`config.mk`:
```
export PLATFORM = sky130hd
export DESIGN_NAME = axi_mem_wr_slave
export DESIGN_NICKNAME = d
export VERILOG_FILES = /design/src/rtl/axi_mem_wr_slave.sv
export SDC_FILE = /design/constraint.sdc
export NUM_CORES = 1
export LEC_CHECK = 0
export CORE_ASPECT_RATIO = 0.75
export CORE_UTILIZATION = 45
export DETAILED_ROUTE_END_ITERATION = 10
export PLACE_DENSITY = 0.77
export REMOVE_ABC_BUFFERS = 1
export SYNTH_ARGS = -nofsm -noshare
export SYNTH_HDL_FRONTEND = slang
export SYNTH_SLANG_ARGS = --single-unit
```
`constraint.sdc`:
```
create_clock -name clk -period 4.95 [get_ports clk]
set_clock_uncertainty 0.1 [all_clocks]
set_input_delay 1.2375 -clock clk [delete_from_list [all_inputs] [get_ports clk]]
set_output_delay 1.2375 -clock clk [all_outputs]
set_load 0.005 [all_outputs]
```
`src/rtl/axi_mem_wr_slave.sv`:
```
// AXI3 write slave: one AW/W burst at a time, per-beat FIXED/INCR/WRAP addressing, one B per burst.
// Optional macro AXI_WR_PROTO_CHK_EN adds wid/wlast checking into bresp.
module axi_mem_wr_slave #(
  parameter int MEM_DEPTH = 128,
  parameter int AW        = $clog2(MEM_DEPTH)
) (
  input  logic          clk,
  input  logic          rst,
  input  logic          awvalid,
  output logic          awready,
  input  logic [3:0]    awid,
  input  logic [3:0]    awlen,
  input  logic [2:0]    awsize,
  input  logic [31:0]   awaddr,
  input  logic [1:0]    awburst,
  input  logic          wvalid,
  output logic          wready,
  input  logic [3:0]    wid,
  input  logic [31:0]   wdata,
  input  logic [3:0]    wstrb,
  input  logic          wlast,
  input  logic          bready,
  output logic          bvalid,
  output logic [3:0]    bid,
  output logic [1:0]    bresp,
  output logic          mem_we,
  output logic [AW-1:0] mem_addr,
  output logic [31:0]   mem_wdata,
  output logic [3:0]    mem_wstrb
);

  typedef enum logic [1:0] {IDLE, DATA, RESP} state_t;

  localparam logic [31:0] MEM_BYTES = 32'(MEM_DEPTH * 4);

  state_t      state;
  logic [3:0]  id_q;
  logic [3:0]  len_q;
  logic [2:0]  size_q;
  logic [1:0]  burst_q;
  logic [31:0] cur_addr;
  logic [3:0]  beat_cnt;
  logic        cfg_err;
  logic        proto_err;
  logic        dec_err;

  logic        beat;
  logic        beat_bad;
  logic        last_beat;
  logic        beat_proto_err;
  logic        aw_cfg_bad;
  logic        dec_nxt;
  logic        proto_nxt;
  logic [1:0]  resp_nxt;
  logic [31:0] step;
  logic [31:0] bound;
  logic [31:0] next_addr;

  assign beat      = wvalid & wready;
  assign beat_bad  = cur_addr >= MEM_BYTES;
  assign last_beat = beat_cnt == len_q;

  // A burst with an illegal AW configuration never touches memory.
  assign mem_we    = beat & ~beat_bad & ~cfg_err;
  assign mem_addr  = cur_addr[AW+1:2];
  assign mem_wdata = wdata;
  assign mem_wstrb = wstrb;

  assign aw_cfg_bad = (awsize > 3'd2) || (awburst == 2'd3) ||
                      ((awburst == 2'd2) && !(awlen inside {4'd1, 4'd3, 4'd7, 4'd15}));

`ifdef AXI_WR_PROTO_CHK_EN
  assign beat_proto_err = (wid != id_q) || (wlast != last_beat);
`else
  logic unused_proto;
  assign unused_proto   = ^{wid, wlast};
  assign beat_proto_err = 1'b0;
`endif

  assign step  = 32'd1 << size_q;
  assign bound = ({28'd0, len_q} + 32'd1) << size_q;

  always_comb begin
    next_addr = cur_addr + step;
    case (burst_q)
      2'd0:    next_addr = cur_addr;
      2'd2:    next_addr = (cur_addr & ~(bound - 32'd1)) | ((cur_addr + step) & (bound - 32'd1));
      default: next_addr = cur_addr + step;
    endcase
  end

  // Flags including the current beat, so the final beat is reflected in bresp.
  assign dec_nxt   = dec_err | beat_bad;
  assign proto_nxt = proto_err | beat_proto_err;
  assign resp_nxt  = dec_nxt ? 2'd3 : ((cfg_err | proto_nxt) ? 2'd2 : 2'd0);

  always_ff @(posedge clk) begin
    if (rst) begin
      state     <= IDLE;
      awready   <= 1'b1;
      wready    <= 1'b0;
      bvalid    <= 1'b0;
      bid       <= 4'd0;
      bresp     <= 2'd0;
      id_q      <= 4'd0;
      len_q     <= 4'd0;
      size_q    <= 3'd0;
      burst_q   <= 2'd0;
      cur_addr  <= 32'd0;
      beat_cnt  <= 4'd0;
      cfg_err   <= 1'b0;
      proto_err <= 1'b0;
      dec_err   <= 1'b0;
    end else begin
      case (state)
        IDLE: begin
          if (awvalid && awready) begin
            id_q      <= awid;
            len_q     <= awlen;
            size_q    <= awsize;
            burst_q   <= awburst;
            cur_addr  <= awaddr;
            beat_cnt  <= 4'd0;
            cfg_err   <= aw_cfg_bad;
            proto_err <= 1'b0;
            dec_err   <= 1'b0;
            awready   <= 1'b0;
            wready    <= 1'b1;
            state     <= DATA;
          end
        end
        DATA: begin
          if (beat) begin
            cur_addr  <= next_addr;
            beat_cnt  <= beat_cnt + 4'd1;
            dec_err   <= dec_nxt;
            proto_err <= proto_nxt;
            if (last_beat) begin
              wready <= 1'b0;
              bvalid <= 1'b1;
              bid    <= id_q;
              bresp  <= resp_nxt;
              state  <= RESP;
            end
          end
        end
        RESP: begin
          if (bready) begin
            bvalid  <= 1'b0;
            awready <= 1'b1;
            state   <= IDLE;
          end
        end
        default: begin
          state   <= IDLE;
          awready <= 1'b1;
          wready  <= 1'b0;
          bvalid  <= 1'b0;
        end
      endcase
    end
  end

endmodule

```
==> key figures <==
Routing
  • Vias/cell: 6.20
  • Initial DRT Pass Iterations: 5
  • ANT nets after route: 0
  • Vias: 4762
  • First DRT Iteration DRCs: 471
  • # DRC: 0
  • Drt total wl: 14.3 mm
  • Wirelength per Cell: 18.6 um

Finish
  • Layout fillers: 944
  • Fin nets: 735
  • Final cell count without fillers: 768
  • # diodes: 0
  • Share of layout cells above drive strength 1: 0.0723
  • Area growth, synth to finish: 14.3%

Global route
  • First-pass GRT wire length: 22.6 mm
  • Largest net degree at the start of global routing: 55
  • GRT overflow: 0
  • Tot GR Track Use: 0.263
  • Vias in the first global route: 4203
  • Initial antenna violation count: 0

Worst hold path
  • Hold WC Path Type: reg2reg

Logic synthesis
  • Post-synthesis cell type count: 80
  • Ys async rst share: 0
  • Syn Inst Count: 627
  • Syn avg cell area: 7.47 um^2
  • Post-Syn Area: 4680 um^2
  • Synth Register Bits: 62
  • Most instantiated cells after synthesis: 87 x nand2_1, 62 x dfxtp_1, 58 x a21oi_1
  • Register area share after synthesis: 0.265
  • Top-count cell post-synth: nand2_1
  • Dominant cell type by area after synthesis: dfxtp_1
  • EDFF count, synth: 0
  • Post-synth top flop: dfxtp_1
  • Dominant cells by area after synthesis: dfxtp_1 27%, buf_4 7.1%, nand2_1 7.0%
  • Post-synth top area share: 0.265
  • Syn. warnings: 0

Clock network
  • Number of CTS-inserted buffers: 9
  • Post-CTS sizing: 0
  • Clock transition at path regs: 0.06 ns
  • Root Driver: clkbuf_16
  • Skew-Pair Late Insertion Delay: 0.34 ns
  • Clk sinks: 62
  • CTS H-tree depth: 3
  • Setup Buffers After CTS: 0
  • CTS max path bufs: 2
  • CTS Hold Bufs: 0
  • CTS tree: built

Worst setup path
  • Crit end category: output port
  • CP Cell Sequence: clkdlybuf4s50_1 -> nand2_1 -> nor3_1 -> clkdlybuf4s50_1
  • Bufs and invs on worst path: 2
  • Critical-path maximum fanout: 4
  • Crit start category: input pin
  • Crit Path Class: in2out
  • Critical Path AT: 2.57 ns
  • Max stage delay on crit path: 0.54 ns
  • Delay-heaviest family, CP: buffers and inverters
  • Most frequent cell on the critical path: clkdlybuf4s50_1
  • Required @ worst endpoint: 3.61 ns
  • Slowest cell on crit path: clkdlybuf4s50_1

Floorplan
  • Core Rows: 31
  • IO Pins: 144
  • Chip Height: 90.4 um
  • Die area: 10800 um^2
  • Initial Utilization: 0.473
  • Core footprint: 9890 um^2
  • Die width: 120 um

Outcome
  • Run status: complete, no violations

Power
  • Worst vdd ir: 0.159 mV
  • Power Dens Cells: 298 nW/um^2
  • Static Leak: 1.93 nW
  • Design Power: 0.00160 W

STA
  • FMAX: 0.256 GHz
  • Final min period: 3.91 ns
  • Slew Limit Fails: 0
  • Worst Tran Pin Value: 0.845 ns
  • WHS: 0.354 ns
  • Final setup violation count: 0
  • RSZ-0062 raised after global routing: false
  • Fin. Hold Viols: 0
  • Setup TNS: 0 ns
  • Final period utilization: 0.789
  • Rel. slew slack: 0.436

Place
  • Final GP Congestion: 0.892
  • DP Wirelength: 9.97 mm
  • I/O Buffers: 66
  • Placed Cells: 752

Run
  • Max cap viols: 0
-- final cells by class --
cell class                 count  area, um^2  share of cell area
clock buffer                   9         225              0.0421
inverter                      15        56.3              0.0105
timing repair buffer          73         708               0.132
tap                          132         165              0.0308
multi-input combinational    470        2900               0.542
sequential                    62        1240               0.232
clock inverter                 7        55.1              0.0103
-- layout by cell type, fill, tap and decap left out, drive strengths merged, types with 4 or more instances in the layout --
cell type / instances
and2: 4
a21oi: 60
o21ai: 37
buf: 8
xor2: 11
nor4: 14
a21o: 10
clkdlybuf4s50: 65
clkbuf: 9
inv: 17
a31oi: 6
o31ai: 5
o22ai: 5
or2: 4
nand2: 87
a311oi: 9
mux2i: 7
xnor2: 7
or3: 6
nand3: 18
nand2b: 6
a32o: 4
nor3: 16
nor2: 49
o211ai: 5
dfxtp: 62
nor2b: 8
nand4: 9
a211oi: 12
ha: 12
a22oi: 4
-- routing by layer --
metal,vias to the layer above,global-route usage,share of wire
met2,295,0.359,0.41
met3,17,0.109,0.12
met1,2196,0.374,0.46
met4,0,0.0615,0.0095
li1,2254,-,-
met5,-,0.0433,0
-- cell families after synthesis --
group / after synthesis / synth area share
fa+ha+maj: 13 / 0.0363
compound gates: 192 / 0.278
xor+xnor: 18 / 0.0353
flops: 62 / 0.265
simple gates: 240 / 0.255
mux: 7 / 0.0150
buf+inv: 95 / 0.115
-- where the power goes --
part           switching [W]  leakage (nW)  internal, W
Sequential         0.0000611         0.507     0.000541
Clock               0.000255         0.133     0.000343
Combinational       0.000216          1.29     0.000179
Total               0.000532          1.93      0.00106
-- worst paths after layout --
check	from	to	slack, ns	cells past startpoint
max reg2reg	size_q[2]	flop	1.18	12
min	id_q[1]	id_q[1]	0.35	2
min reg2reg	id_q[1]	id_q[1]	0.35	2
max	wvalid	mem_we	1.04	4
-- stage by stage --
stage | setup slack, ns | area [um^2] | utilization
2_1_floorplan | 1.55 | 4200 | -
3_3_place_gp | 1.06 | 5070 | 0.513
3_5_place_dp | 1.03 | 5070 | 0.513
4_1_cts | 1.06 | 5360 | 0.541
5_1_grt | 0.932 | 5360 | 0.541
6_report | 1.04 | 5360 | 0.541
-- worst reg2reg max path: cells and delay by family (launching register included) --
kind	cells	cell delay [ns]
buf+inv	1	0.45
flops	1	0.67
simple gates	4	0.85
fa+ha+maj	1	0.37
compound gates	6	1.19
(Power assumes the default switching activity.)
